**src/rtl/weight_stream_reader_if.sv**
```systemverilog
// Valid/ready word stream with a last tag. Signal names follow the producer's view.
interface weight_stream_reader_if #(
    parameter int DATA_WIDTH = 16
);
    logic                  valid_o;
    logic                  ready_i;
    logic [DATA_WIDTH-1:0] data_o;
    logic                  last_o;

    modport master (output valid_o, data_o, last_o, input ready_i);
    modport slave  (input valid_o, data_o, last_o, output ready_i);
endinterface

```
**src/rtl/weight_stream_reader.sv**
```systemverilog
// Reads DEPTH weights addressed by an external counter and streams them out through a 2-entry buffer.
// Optional macro WEIGHT_STREAM_READER_RANGE_CHECK_EN adds a sticky range_err_o flag.
module weight_stream_reader #(
    parameter int WORD_SIZE  = 16,
    parameter int DATA_WIDTH = 16,
    parameter int DEPTH      = 10,
    parameter int ADDR_WIDTH = $clog2(DEPTH)
) (
    input  logic                   clk_i,
    input  logic                   reset_i,
    input  logic                   start_i,
    input  logic [WORD_SIZE-1:0]   index_i,
    output logic                   en_o,
    input  logic                   wr_en_i,
    input  logic [ADDR_WIDTH-1:0]  wr_addr_i,
    input  logic [DATA_WIDTH-1:0]  wr_data_i,
    weight_stream_reader_if.master out_if,
    output logic                   busy_o,
    output logic                   done_o
`ifdef WEIGHT_STREAM_READER_RANGE_CHECK_EN
    ,
    output logic                   range_err_o
`endif
);

    localparam int CNT_W = $clog2(DEPTH + 1);
    localparam logic [CNT_W-1:0]      LAST_ISSUE = CNT_W'(DEPTH - 1);
    localparam logic [WORD_SIZE:0]    IDX_LIMIT  = (WORD_SIZE + 1)'(DEPTH);
    localparam logic [ADDR_WIDTH:0]   WR_LIMIT   = (ADDR_WIDTH + 1)'(DEPTH);

    typedef enum logic [1:0] {S_IDLE, S_READ, S_DRAIN} state_t;

    state_t                state_q, state_d;
    logic [CNT_W-1:0]      issued_q, issued_d;
    logic [1:0]            fill_q, fill_d;
    logic                  wr_ptr_q, rd_ptr_q;
    logic                  vld_p1, last_p1;
    logic [DATA_WIDTH-1:0] rd_data_p1;
    logic [DATA_WIDTH-1:0] fifo_data_q [2];
    logic                  fifo_last_q [2];
    logic [DATA_WIDTH-1:0] mem [DEPTH];

    logic       issue, issue_last, done, push, pop, space_ok, idx_ok, wr_ok, valid;
    logic [2:0] occ;

    assign idx_ok = {1'b0, index_i} < IDX_LIMIT;
    assign wr_ok  = {1'b0, wr_addr_i} < WR_LIMIT;

    assign valid = (fill_q != 2'd0);
    assign pop   = valid & out_if.ready_i;
    assign push  = vld_p1;

    // A word in flight from memory already owns a buffer slot.
    assign occ      = {1'b0, fill_q} + {2'b00, vld_p1};
    assign space_ok = occ < (3'd2 + {2'b00, pop});

    assign issue_last = (state_q == S_READ) && (issued_q == LAST_ISSUE);

    always_comb begin
        state_d  = state_q;
        issued_d = issued_q;
        issue    = 1'b0;
        done     = 1'b0;
        case (state_q)
            S_IDLE: begin
                if (start_i) begin
                    issue    = space_ok;
                    issued_d = {{(CNT_W - 1){1'b0}}, space_ok};
                    state_d  = S_READ;
                end
            end
            S_READ: begin
                issue = space_ok;
                if (space_ok) begin
                    issued_d = issued_q + CNT_W'(1);
                    if (issued_q == LAST_ISSUE) state_d = S_DRAIN;
                end
            end
            S_DRAIN: begin
                if (pop && out_if.last_o) begin
                    done    = 1'b1;
                    state_d = S_IDLE;
                end
            end
            default: state_d = S_IDLE;
        endcase
    end

    always_comb begin
        fill_d = fill_q;
        if (push && !pop)      fill_d = fill_q + 2'd1;
        else if (!push && pop) fill_d = fill_q - 2'd1;
    end

    always_ff @(posedge clk_i or posedge reset_i) begin
        if (reset_i) begin
            state_q  <= S_IDLE;
            issued_q <= '0;
            fill_q   <= '0;
            wr_ptr_q <= 1'b0;
            rd_ptr_q <= 1'b0;
            vld_p1   <= 1'b0;
            last_p1  <= 1'b0;
        end else begin
            state_q  <= state_d;
            issued_q <= issued_d;
            fill_q   <= fill_d;
            if (push) wr_ptr_q <= ~wr_ptr_q;
            if (pop)  rd_ptr_q <= ~rd_ptr_q;
            // p1: read issued last cycle, data now in rd_data_p1
            vld_p1   <= issue;
            last_p1  <= issue && issue_last;
        end
    end

    // Read-first: the read below sees the pre-write contents on an address collision.
    always_ff @(posedge clk_i) begin
        if (wr_en_i && wr_ok) mem[wr_addr_i] <= wr_data_i;
        if (issue) rd_data_p1 <= idx_ok ? mem[index_i[ADDR_WIDTH-1:0]] : '0;
        // p2: buffered word awaiting handshake
        if (push) begin
            fifo_data_q[wr_ptr_q] <= rd_data_p1;
            fifo_last_q[wr_ptr_q] <= last_p1;
        end
    end

    assign out_if.valid_o = valid;
    assign out_if.data_o  = valid ? fifo_data_q[rd_ptr_q] : '0;
    assign out_if.last_o  = valid & fifo_last_q[rd_ptr_q];
    assign en_o           = issue;
    assign done_o         = done;
    assign busy_o         = (state_q != S_IDLE);

`ifdef WEIGHT_STREAM_READER_RANGE_CHECK_EN
    logic range_err_q;

    always_ff @(posedge clk_i or posedge reset_i) begin
        if (reset_i) begin
            range_err_q <= 1'b0;
        end else if ((issue && !idx_ok) || (wr_en_i && !wr_ok)) begin
            range_err_q <= 1'b1;
        end
    end

    assign range_err_o = range_err_q;
`endif

endmodule

```
**src/flat_wrapper.sv**
```systemverilog
// flat-port wrapper written by rule: the top's interface ports become plain ports
module weight_stream_reader_flat 
#(
    parameter int WORD_SIZE  = 16,
    parameter int DATA_WIDTH = 16,
    parameter int DEPTH      = 10,
    parameter int ADDR_WIDTH = $clog2(DEPTH)
)
  (clk_i, reset_i, start_i, index_i, en_o, wr_en_i, wr_addr_i, wr_data_i, busy_o, done_o, out_if_valid_o, out_if_data_o, out_if_last_o, out_if_ready_i);
  weight_stream_reader_if #(.DATA_WIDTH(DATA_WIDTH)) out_if_i ();
  input  logic clk_i;
  input  logic reset_i;
  input  logic start_i;
  input  logic [WORD_SIZE-1:0] index_i;
  output logic en_o;
  input  logic wr_en_i;
  input  logic [ADDR_WIDTH-1:0] wr_addr_i;
  input  logic [DATA_WIDTH-1:0] wr_data_i;
  output logic busy_o;
  output logic done_o;
  output wire logic [$bits(out_if_i.valid_o)-1:0] out_if_valid_o;
  output wire logic [$bits(out_if_i.data_o)-1:0] out_if_data_o;
  output wire logic [$bits(out_if_i.last_o)-1:0] out_if_last_o;
  input wire logic [$bits(out_if_i.ready_i)-1:0] out_if_ready_i;
  assign out_if_valid_o = out_if_i.valid_o;
  assign out_if_data_o = out_if_i.data_o;
  assign out_if_last_o = out_if_i.last_o;
  assign out_if_i.ready_i = out_if_ready_i;
  weight_stream_reader #(.WORD_SIZE(WORD_SIZE), .DATA_WIDTH(DATA_WIDTH), .DEPTH(DEPTH), .ADDR_WIDTH(ADDR_WIDTH)) u_core (.clk_i(clk_i), .reset_i(reset_i), .start_i(start_i), .index_i(index_i), .en_o(en_o), .wr_en_i(wr_en_i), .wr_addr_i(wr_addr_i), .wr_data_i(wr_data_i), .out_if(out_if_i), .busy_o(busy_o), .done_o(done_o));
endmodule
```
**config.mk**
```make
export PLATFORM = sky130hd
export DESIGN_NAME = weight_stream_reader_flat
export DESIGN_NICKNAME = d
export VERILOG_FILES = /design/src/rtl/weight_stream_reader_if.sv /design/src/rtl/weight_stream_reader.sv /design/src/flat_wrapper.sv
export SDC_FILE = /design/constraint.sdc
export NUM_CORES = 1
export LEC_CHECK = 0
export ABC_AREA = 1
export CELL_PAD_IN_SITES_DETAIL_PLACEMENT = 0
export CELL_PAD_IN_SITES_GLOBAL_PLACEMENT = 1
export CORE_MARGIN = 2
export CORE_UTILIZATION = 40
export CTS_BUF_LIST = sky130_fd_sc_hd__clkbuf_16
export CTS_CLUSTER_DIAMETER = 200
export DETAILED_ROUTE_END_ITERATION = 10
export GPL_TIMING_DRIVEN = 0
export PLACE_DENSITY = 0.7
export SLEW_MARGIN = 10
export SYNTH_ARGS = -nofsm -noshare
export SYNTH_HDL_FRONTEND = slang
export SYNTH_SLANG_ARGS = --single-unit
```
**constraint.sdc**
```tcl
create_clock -name clk_i -period 2.9 [get_ports clk_i]
set_input_delay 0.58 -clock clk_i [delete_from_list [all_inputs] [get_ports clk_i]]
set_output_delay 0.58 -clock clk_i [all_outputs]
set_load 0.01 [all_outputs]
```
==> reports/results.tsv, run 1 <==
stage	metric	value	unit
timing	Worst Tran Pin Value	0.852	ns
critical_path	worst setup path category	flop to primary output	
global_routing	GRT Overall Usage	15.8	%
floorplan	die width	154	um
global_routing	vias in the first global route	5317	
floorplan	floorplan row count	55	
critical_path	Startpoint Class	flop	
outcome	status	completed	
pwr	VDD IR-drop max	0.424	mV
global_routing	largest net degree at the start of global routing	19	
layout	Layout Cells excl Fill	1150	
critical_path	CP Data Arrival Time	2.19	ns
placed_design	placed insts	1105	
critical_path	Critical path buffers and inverters	4	
timing	Max-slew headroom	43.2	%
critical_path	CP cell instances	inv_2 > nand2_2 > clkinvlp_4 > buf_2 > a21oi_1 > clkdlybuf4s50_1	
timing	unrepaired setup endpoints after global routing	false	
clocking	Max Buffers Root-to-Sink	3	
synthesis	Mapped Nets	795	
synthesis	area of the mapped netlist	9050	um2
critical_path	crit end category	primary output	
timing	final period utilization	95.6	%
drt	First-pass DRT Iterations	4	
global_routing	global-route wire length before repair	29.1	mm
placed_design	DPL Wire Length	12.9	mm
flow_run	max_cap viols	0	
clocking	clk_lat worst skew	0.51	ns
clocking	TritonCTS clock tree	done	
floorplan	Die Height	154	um
layout	Filler Cell Count	1982	
worst_hold_path	HP Class	input port to async pin	
clocking	clock sink total	222	
synthesis	sequential area share after synthesis	73.0	%
floorplan	Initial Utilization	40.3	%
clocking	Num CTS Buffers	24	
synthesis	flops & latches, synth	222	
floorplan	Core Area	22400	um2
synthesis	post-synthesis cell type count	31	
critical_path	Critical Path RT	2.32	ns
drt	Via-to-Cell Ratio	4.79	
critical_path	Critical Path Max Stage Delay	0.56	ns
placed_design	routability congestion estimate	0.764	
clocking	CTS root buffer	clkbuf_16	
synthesis	Gate Count Post-Synth	749	
floorplan	die area	23800	um2
synthesis	syn avg cell area	12.1	um2
synthesis	Synthesis Warnings	0	
layout	share of cells above drive strength 1	13.3	%
timing	Max Freq	0.361	GHz
timing	Slew Viols, Final	0	
layout	nets	893	
critical_path	Max FO, Critical Path	10	
drt	antenna viol nets, final	0	
clocking	Worst-path clk slew	0.06	ns
layout	P&R area growth vs syn	22.2	%
timing	clock period minus final worst setup slack	2.77	ns
global_routing	Overflow after GRT	0	
placed_design	port bufs	58	
layout	design area	11100	um2
drt	DR vias	5514	
clocking	htree depth	1	
drt	DR WL/cell	16.3	um
clocking	Hold-fix buffers, CTS	0	
critical_path	CP max stage cell	clkdlybuf4s50_1	
critical_path	R2R depth	6	
critical_path	Crit path max-delay family	buffers and inverters	
critical_path	reg-to-reg startpoint	u_core.push$_DFF_PP0_	
placed_design	dpl cell area	10200	um2
layout	# diodes	0	
critical_path	Worst R2R Setup Slack	1.18	ns
drt	Starting DRT DRC Count	299	
timing	Final Hold Viols	0	
pwr	leak pwr	4.14	nW
drt	Total Wirelength	18.8	mm
timing	final setup fails	0	
critical_path	R2R Path End	u_core.rd_data_p1[6]$_SDFFCE_PP0P_	
timing	Worst Skew	0.00661	ns
drt	drt drc	0	
floorplan	IO Pins	62	
global_routing	initial antenna violation count	0	
pwr	PD cells	829	nW/um2
## worst register-to-register path, cell delays in order (launching register included)
cell and delay (ns):
dfrtp_1 0.44, ha_1 0.23, ha_1 0.26, nand2_1 0.08
nand2_1 0.07, nor2_2 0.14, buf_8 0.19
## report_power, final
part           total (W)  leakage [nW]  switching (W)  internal (W)
clock network    0.00326         0.448        0.00118       0.00209
logic            0.00169          1.61       0.000985      0.000706
registers        0.00421          2.08       0.000162       0.00405
total            0.00917          4.14        0.00232       0.00684
## per-layer routing
metal  wire length [um]  GRT usage (%)
met2               8910           26.7
met5                  0              0
met3               1060           2.89
met1               8470           21.5
met4                317           3.75
## cell usage after synthesis
cell | count | area (um2)
inv_4 | 1 | 6.26
nand2_2 | 1 | 6.26
nor2_8 | 2 | 40.0
dfrtp_1 | 12 | 300
buf_4 | 7 | 52.6
nor4_2 | 2 | 25.0
o21ai_0 | 10 | 50.1
nand3_4 | 1 | 17.5
buf_2 | 11 | 55.1
inv_1 | 24 | 90.1
a21oi_2 | 10 | 87.6
buf_6 | 6 | 67.6
buf_1 | 3 | 11.3
edfxtp_1 | 210 | 6310
clkinv_1 | 1 | 3.75
nor3_1 | 1 | 5.00
nor2_2 | 1 | 6.26
nor2_4 | 1 | 11.3
xnor2_1 | 2 | 17.5
nor2_1 | 84 | 315
a21oi_1 | 40 | 200
o211ai_1 | 7 | 52.6
clkinv_2 | 1 | 5.00
nor4_1 | 4 | 25.0
clkbuf_1 | 5 | 18.8
nand3_1 | 42 | 210
nand2_1 | 228 | 856
xor2_1 | 4 | 35.0
o21ai_1 | 20 | 100
ha_1 | 5 | 62.6
inv_2 | 3 | 11.3
## stage by stage
| step | hold slack (ns) | utilization, % | total power [W] | TNS [ns] | worst slack [ns] |
|---|---|---|---|---|---|
| final | 0.398 | 49.3 | 0.00917 | 0 | 0.128 |
| after global routing | 0.451 | 49.3 | 0.00962 | 0 | 0.0138 |
| after CTS | 0.404 | 49.2 | 0.00925 | 0 | 0.00207 |
| after detailed placement | 0.429 | 45.3 | 0.00598 | 0 | 0.133 |
| after global placement | 0.423 | 44.5 | 0.00591 | -114.42 | -1.59 |
| after floorplan | 0.420 | - | 0.00517 | 0 | 0.0521 |
## cells by family (layout without fill, tap and decap cells)
family	after synthesis	after routing	synth area share [%]
compound gates	87	87	5.42
xor+xnor	6	6	0.581
fa+ha+maj	5	5	0.691
buf+inv	62	178	3.55
flops	222	222	73.0
simple gates	367	367	16.8
## flip-flops by register name, summed over array words and instances, names as in the netlist
signal	cells
u_core.mem	160
u_core.fifo_data_q	32
u_core.rd_data_p1	16
u_core.issued_q	4
u_core.fifo_last_q	2
u_core.fill_q	2
u_core.state_q	2
u_core.last_p1	1
u_core.push	1
u_core.rd_ptr_q	1
u_core.wr_ptr_q	1
## worst max-delay path by stage
stage / from / end / slack (ns) / cells after the start
2_1_floorplan: wr_addr_i[1] / u_core.mem[2][0]$_DFFE_PP_ / 0.05 / 3
3_3_place_gp: wr_addr_i[0] / u_core.mem[7][6]$_DFFE_PP_ / -1.59 / 3
3_5_place_dp: wr_addr_i[0] / u_core.mem[7][6]$_DFFE_PP_ / 0.13 / 5
4_1_cts: u_core.rd_ptr_q$_DFFE_PP0P_ / out_if_data_o[5] / 0.002 / 5
5_1_grt: u_core.fill_q[0]$_DFFE_PP0P_ / out_if_data_o[3] / 0.01 / 6
6_report: u_core.fill_q[0]$_DFFE_PP0P_ / out_if_data_o[3] / 0.13 / 6
## final cells by class
| type | instances | area (um2) | area share [%] |
|---|---|---|---|
| Multi-Input combinational cell | 465 | 2170 | 19.6 |
| Clock inverter | 19 | 238 | 2.15 |
| Clock buffer | 25 | 626 | 5.66 |
| Timing Repair Buffer | 72 | 731 | 6.61 |
| Buffer | 32 | 211 | 1.91 |
| Inverter | 30 | 123 | 1.11 |
| Sequential cell | 222 | 6610 | 59.7 |
| Tap cell | 285 | 357 | 3.22 |
## cells in the final DEF (no fill, tap or decap), types with 2 or more instances in the layout
master	Yosys	layout
clkdlybuf4s50_1	0	54
xor2_1	4	4
nor2_8	2	2
clkinv_2	1	8
nor2_1	84	76
nand3_1	42	42
xnor2_1	2	2
clkbuf_16	0	25
inv_2	3	2
a21oi_2	10	10
dfrtp_1	12	12
nor2_2	1	9
nand2_1	228	228
buf_2	11	13
buf_1	3	2
inv_1	24	29
o21ai_1	20	20
a21oi_1	40	40
buf_4	7	14
dlymetal6s2s_1	0	3
buf_8	0	5
clkbuf_1	5	3
o21ai_0	10	10
ha_1	5	5
o211ai_1	7	7
bufinv_16	0	6
edfxtp_1	210	210
inv_4	1	2
buf_6	6	7
nor4_2	2	6
## repair_timing
action	CTS	global route
resized for setup	3	9
buffers inserted	0	1
setup endpoints to repair	11	12
hold endpoints to repair	0	0
(Power assumes the default switching activity.)
==> inputs of run 2 (changes only) <==
--- a/config.mk
+++ b/config.mk
@@ -12,6 +12,7 @@
 export CORE_UTILIZATION = 40
 export CTS_BUF_LIST = sky130_fd_sc_hd__clkbuf_16
 export CTS_CLUSTER_DIAMETER = 200
+export CTS_CLUSTER_SIZE = 28
 export DETAILED_ROUTE_END_ITERATION = 10
 export GPL_TIMING_DRIVEN = 0
 export PLACE_DENSITY = 0.7
==> reports/results.tsv, run 2 (synthesis gave the netlist of run 1 again) <==
stage	metric	value	unit
layout	most common cell after layout, fill and taps aside	nand2_1	
critical_path	Startpoint Class	flop	
clocking	Num CTS Buffers	11	
timing	Final WS setup	0.123	ns
layout	share of cells above drive strength 1	10.6	%
drt	DR vias	5363	
timing	Worst Skew	0.0179	ns
drt	Starting DRT DRC Count	269	
pwr	Clk pwr share	21.3	%
timing	Max-slew headroom	44.4	%
global_routing	Overflow after GRT	0	
layout	nets	880	
floorplan	die width	154	um
placed_design	port bufs	58	
drt	antenna viol nets, final	0	
global_routing	initial antenna violation count	0	
drt	First-pass DRT Iterations	4	
timing	Worst Tran Pin Value	0.833	ns
floorplan	die area	23800	um2
clocking	CTS root buffer	clkbuf_16	
timing	clock period minus final worst setup slack	2.78	ns
global_routing	vias in the first global route	5104	
floorplan	Die Height	154	um
layout	max reg flops	160	
pwr	Pint	0.00545	W
drt	drt drc	0	
flow_run	max_cap viols	0	
drt	Via-to-Cell Ratio	4.78	
clocking	htree depth	1	
clocking	clk_lat worst skew	0.47	ns
timing	hold slack	0.433	ns
placed_design	DPL Wire Length	12.9	mm
critical_path	Max FO, Critical Path	10	
floorplan	IO Pins	62	
timing	Slew Viols, Final	0	
timing	setup TNS	0	ns
timing	Final Hold Viols	0	
clocking	Worst-path clk slew	0.10	ns
layout	leading cell types in the layout, fill and taps excluded	nand2_1, edfxtp_1, nor2_1	
floorplan	Initial Utilization	40.3	%
timing	final setup fails	0	
floorplan	Core Area	22400	um2
global_routing	largest net degree at the start of global routing	30	
timing	Max Freq	0.360	GHz
layout	Largest Register	u_core.mem	
global_routing	GRT Overall Usage	15.5	%
timing	final period utilization	95.8	%
placed_design	routability congestion estimate	0.764	
drt	DR WL/cell	16.2	um
clocking	Max Buffers Root-to-Sink	3	
clocking	clock sink total	222	
drt	Total Wirelength	18.2	mm
pwr	VDD IR-drop max	0.395	mV
pwr	switching power	0.00204	W
critical_path	crit end category	primary output	
critical_path	worst setup path category	flop to primary output	
clocking	TritonCTS clock tree	done	
layout	Filler Cell Count	2034	
layout	# diodes	0	
critical_path	Critical Path RT	2.32	ns
worst_hold_path	HP Class	input port to async pin	
pwr	Sw Ratio	27.2	%
critical_path	Worst R2R Setup Slack	1.18	ns
pwr	PD cells	714	nW/um2
placed_design	setup slack at placement	0.133	ns
floorplan	floorplan row count	55	
layout	biggest regs	u_core.mem: 160 flops, u_core.fifo_data_q: 32 flops, u_core.rd_data_p1: 16 flops	
pwr	leak pwr	3.83	nW
critical_path	CP Data Arrival Time	2.20	ns
placed_design	placed insts	1105	
layout	Layout Cells excl Fill	1121	
pwr	Flop pwr share	56.1	%
pwr	combinational share of power	22.6	%
layout	P&R area growth vs syn	15.8	%
global_routing	global-route wire length before repair	28.4	mm
outcome	status	completed	
-- run 2: cell types whose count changed in the layout (fill, tap and decap cells not counted), moves of 2 or more --
cell,change
inv_1,-2
bufinv_16,-6
clkbuf_16,-14
clkinv_2,-7
clkdlybuf4s50_1,+2
-- run 2: per-layer routing --
metal	up-vias	share of wire, %	track usage (%)
met5	-	0	0
met4	0	1.3	2.87
met3	17	4.6	2.24
met2	106	48	26.1
met1	2507	46	21.7
li1	2733	-	-
-- run 2: power groups by stage --
stage          clock, W  combinational [W]  sequential [W]
6_report        0.00159            0.00169         0.00420
3_3_place_gp          0            0.00164         0.00428
2_1_floorplan         0           0.000934         0.00423
3_5_place_dp          0            0.00170         0.00428
5_1_grt         0.00176            0.00190         0.00425
4_1_cts         0.00166            0.00171         0.00420
-- run 2: layout make-up --
type	count	area, um2	area share [%]
tap	285	357	3.40
buffer	32	211	2.02
multi-input combinational	465	2170	20.7
timing repair buffer	72	729	6.96
clock buffer	11	275	2.63
sequential	222	6610	63.0
inverter	30	120	1.15
clock inverter	4	15.0	0.143
-- run 2: metrics by stage --
step	total power, W	utilization (%)	instance area [um2]
after detailed placement	0.00598	45.3	10200
after global placement	0.00591	44.5	9990
final	0.00749	46.7	10500
after CTS	0.00758	46.6	10500
after floorplan	0.00517	-	9050
after global routing	0.00791	46.7	10500
-- run 2: what timing repair did --
item,CTS,global route
gates resized for setup,2,8
setup endpoints to repair,10,13
buffers inserted,0,1
hold buffers,0,0
-- run 2: worst max-delay path, cell delays in order, from the launching register on --
cell	delay, ns
dfrtp_1	0.37
buf_2	0.17
inv_2	0.16
clkbuf_4	0.23
nand2_1	0.06
a21oi_1	0.18
clkdlybuf4s50_1	0.57
-- run 2: worst paths after layout --
path | cells past startpoint | end | startpoint
min in group clk_i | 0 | u_core.fifo_data_q[1][1]$_DFFE_PP_ | u_core.rd_data_p1[1]$_SDFFCE_PP0P_
worst max-delay path | 6 | out_if_data_o[7] | u_core.rd_ptr_q$_DFFE_PP0P_
worst min-delay path | 2 | u_core.issued_q[3]$_DFFE_PP0P_ | reset_i
worst max register to register | 6 | u_core.rd_data_p1[6]$_SDFFCE_PP0P_ | u_core.push$_DFF_PP0_
worst min register to register | 0 | u_core.fifo_data_q[1][1]$_DFFE_PP_ | u_core.rd_data_p1[1]$_SDFFCE_PP0P_
max in group asynchronous | 2 | u_core.push$_DFF_PP0_ | reset_i
==> inputs of run 3 (changes only) <==
--- a/config.mk
+++ b/config.mk
@@ -12,10 +12,9 @@
 export CORE_UTILIZATION = 40
 export CTS_BUF_LIST = sky130_fd_sc_hd__clkbuf_16
 export CTS_CLUSTER_DIAMETER = 200
-export CTS_CLUSTER_SIZE = 28
 export DETAILED_ROUTE_END_ITERATION = 10
 export GPL_TIMING_DRIVEN = 0
-export PLACE_DENSITY = 0.7
+export PLACE_DENSITY = 0.8
 export SLEW_MARGIN = 10
 export SYNTH_ARGS = -nofsm -noshare
 export SYNTH_HDL_FRONTEND = slang
==> reports/results.tsv, run 3 (synthesis gave the netlist of run 1 again) <==
stage	metric	value	unit
clocking	htree depth	1	
timing	clock period minus final worst setup slack	2.75	ns
clocking	Worst-path clk slew	0.06	ns
pwr	VDD IR-drop max	0.370	mV
critical_path	Startpoint Class	flop	
drt	DR vias	5540	
placed_design	setup slack at placement	-0.397	ns
global_routing	GRT Overall Usage	15.2	%
layout	Largest Register	u_core.mem	
drt	drt drc	0	
clocking	clk_lat worst skew	0.49	ns
layout	Filler Cell Count	1923	
global_routing	largest net degree at the start of global routing	19	
drt	DR WL/cell	15.6	um
floorplan	IO Pins	62	
critical_path	Critical Path RT	2.32	ns
critical_path	Worst R2R Setup Slack	1.09	ns
drt	First-pass DRT Iterations	4	
timing	final setup fails	0	
timing	Max-slew headroom	40.4	%
clocking	Num CTS Buffers	23	
global_routing	Overflow after GRT	0	
layout	design area	10900	um2
floorplan	die area	23800	um2
placed_design	dpl cell area	10100	um2
floorplan	Die Height	154	um
critical_path	Max FO, Critical Path	10	
layout	nets	893	
drt	Starting DRT DRC Count	288	
timing	Max Freq	0.364	GHz
clocking	clock sink total	222	
layout	most common cell after layout, fill and taps aside	nand2_1	
timing	Final Hold Viols	0	
floorplan	die width	154	um
timing	Worst Skew	0.0130	ns
clocking	Max Buffers Root-to-Sink	3	
placed_design	port bufs	58	
critical_path	crit end category	primary output	
critical_path	reg-to-reg startpoint	u_core.push$_DFF_PP0_	
placed_design	routability congestion estimate	0.751	
layout	Final Util	48.8	%
critical_path	Critical Path Max Stage Delay	0.56	ns
critical_path	CP max stage cell	clkdlybuf4s50_1	
pwr	Power, Total	0.00882	W
clocking	CTS root buffer	clkbuf_16	
outcome	status	completed	
timing	Slew Viols, Final	0	
critical_path	R2R Path End	u_core.rd_data_p1[1]$_SDFFCE_PP0P_	
critical_path	worst setup path category	flop to primary output	
critical_path	R2R depth	6	
critical_path	CP cell instances	inv_2 > nand2_2 > clkinvlp_4 > buf_2 > a21oi_1 > clkdlybuf4s50_1	
global_routing	global-route wire length before repair	28.6	mm
layout	biggest regs	u_core.mem: 160 flops, u_core.fifo_data_q: 32 flops, u_core.rd_data_p1: 16 flops	
layout	P&R area growth vs syn	20.9	%
floorplan	floorplan row count	55	
timing	Worst Tran Pin Value	0.892	ns
critical_path	CP Data Arrival Time	2.17	ns
layout	max reg flops	160	
pwr	leak pwr	4.04	nW
clocking	TritonCTS clock tree	done	
pwr	PD cells	806	nW/um2
drt	antenna viol nets, final	0	
flow_run	max_cap viols	0	
timing	Final WS setup	0.153	ns
timing	final period utilization	94.7	%
layout	leading cell types in the layout, fill and taps excluded	nand2_1, edfxtp_1, nor2_1	
layout	share of cells above drive strength 1	12.5	%
drt	Via-to-Cell Ratio	4.83	
global_routing	initial antenna violation count	0	
timing	unrepaired setup endpoints after global routing	false	
placed_design	DPL Wire Length	12.6	mm
floorplan	Initial Utilization	40.3	%
drt	Total Wirelength	17.9	mm
worst_hold_path	HP Class	input port to async pin	
floorplan	Core Area	22400	um2
global_routing	vias in the first global route	5533	
layout	# diodes	0	
clocking	Hold-fix buffers, CTS	0	
==> run 3: timing repair <==
action / 4_1_cts / 5_1_grt
gates resized for setup: 4 / 5
setup buffers: 1 / 2
pin swaps: 1 / 0
endpoints found under the hold margin: 0 / 0
endpoints found under the setup margin: 11 / 12
==> run 3: power by group <==
part	leakage (nW)	total [W]	internal (W)	switching, W
Combinational	1.57	0.00168	0.000707	0.000975
Sequential	2.08	0.00421	0.00405	0.000160
Clock	0.394	0.00293	0.00180	0.00113
==> run 3: critical path, delay by kind of cell, from the launching register on <==
| kind | cells | cell delay [ns] |
|---|---|---|
| buffers and inverters | 4 | 0.98 |
| AOI/OAI and AO/OA | 1 | 0.15 |
| and+or+nand+nor | 1 | 0.13 |
| DFF | 1 | 0.41 |
==> run 3: final cells by class <==
type,count,area (um2),share of cell area (%)
Inverter,30,123,1.12
Sequential cell,222,6610,60.4
Timing Repair Buffer,73,717,6.55
Clock inverter,18,185,1.69
Multi-Input combinational cell,465,2170,19.9
Buffer,32,209,1.91
Clock buffer,23,576,5.26
Tap cell,285,357,3.26
==> run 3: worst max path at each step <==
stage / endpoint / slack, ns / cells past startpoint / from
2_1_floorplan: u_core.mem[2][0]$_DFFE_PP_ / 0.05 / 3 / wr_addr_i[1]
3_3_place_gp: u_core.mem[7][5]$_DFFE_PP_ / -1.49 / 4 / wr_addr_i[2]
3_5_place_dp: en_o / -0.40 / 6 / out_if_ready_i
4_1_cts: out_if_data_o[11] / 0.05 / 6 / u_core.fill_q[0]$_DFFE_PP0P_
5_1_grt: out_if_data_o[11] / 0.01 / 6 / u_core.fill_q[0]$_DFFE_PP0P_
6_report: out_if_data_o[11] / 0.15 / 6 / u_core.fill_q[0]$_DFFE_PP0P_
==> run 3: routing by layer <==
metal | global-route usage [%] | part of all wire [%] | vias up
met5 | 0 | 0 | -
met4 | 4.32 | 1.9 | 0
met2 | 26.3 | 48 | 143
met3 | 1.88 | 5.6 | 27
li1 | - | - | 2775
met1 | 20.4 | 44 | 2595
==> run 3: through the flow <==
stage                     instances  setup TNS (ns)  hold slack [ns]
after floorplan                 749               0            0.420
after global placement         1092          -99.08            0.423
after detailed placement       1104          -0.397            0.431
after CTS                      1146               0            0.410
after global routing           1148               0            0.441
final                          1148               0            0.401
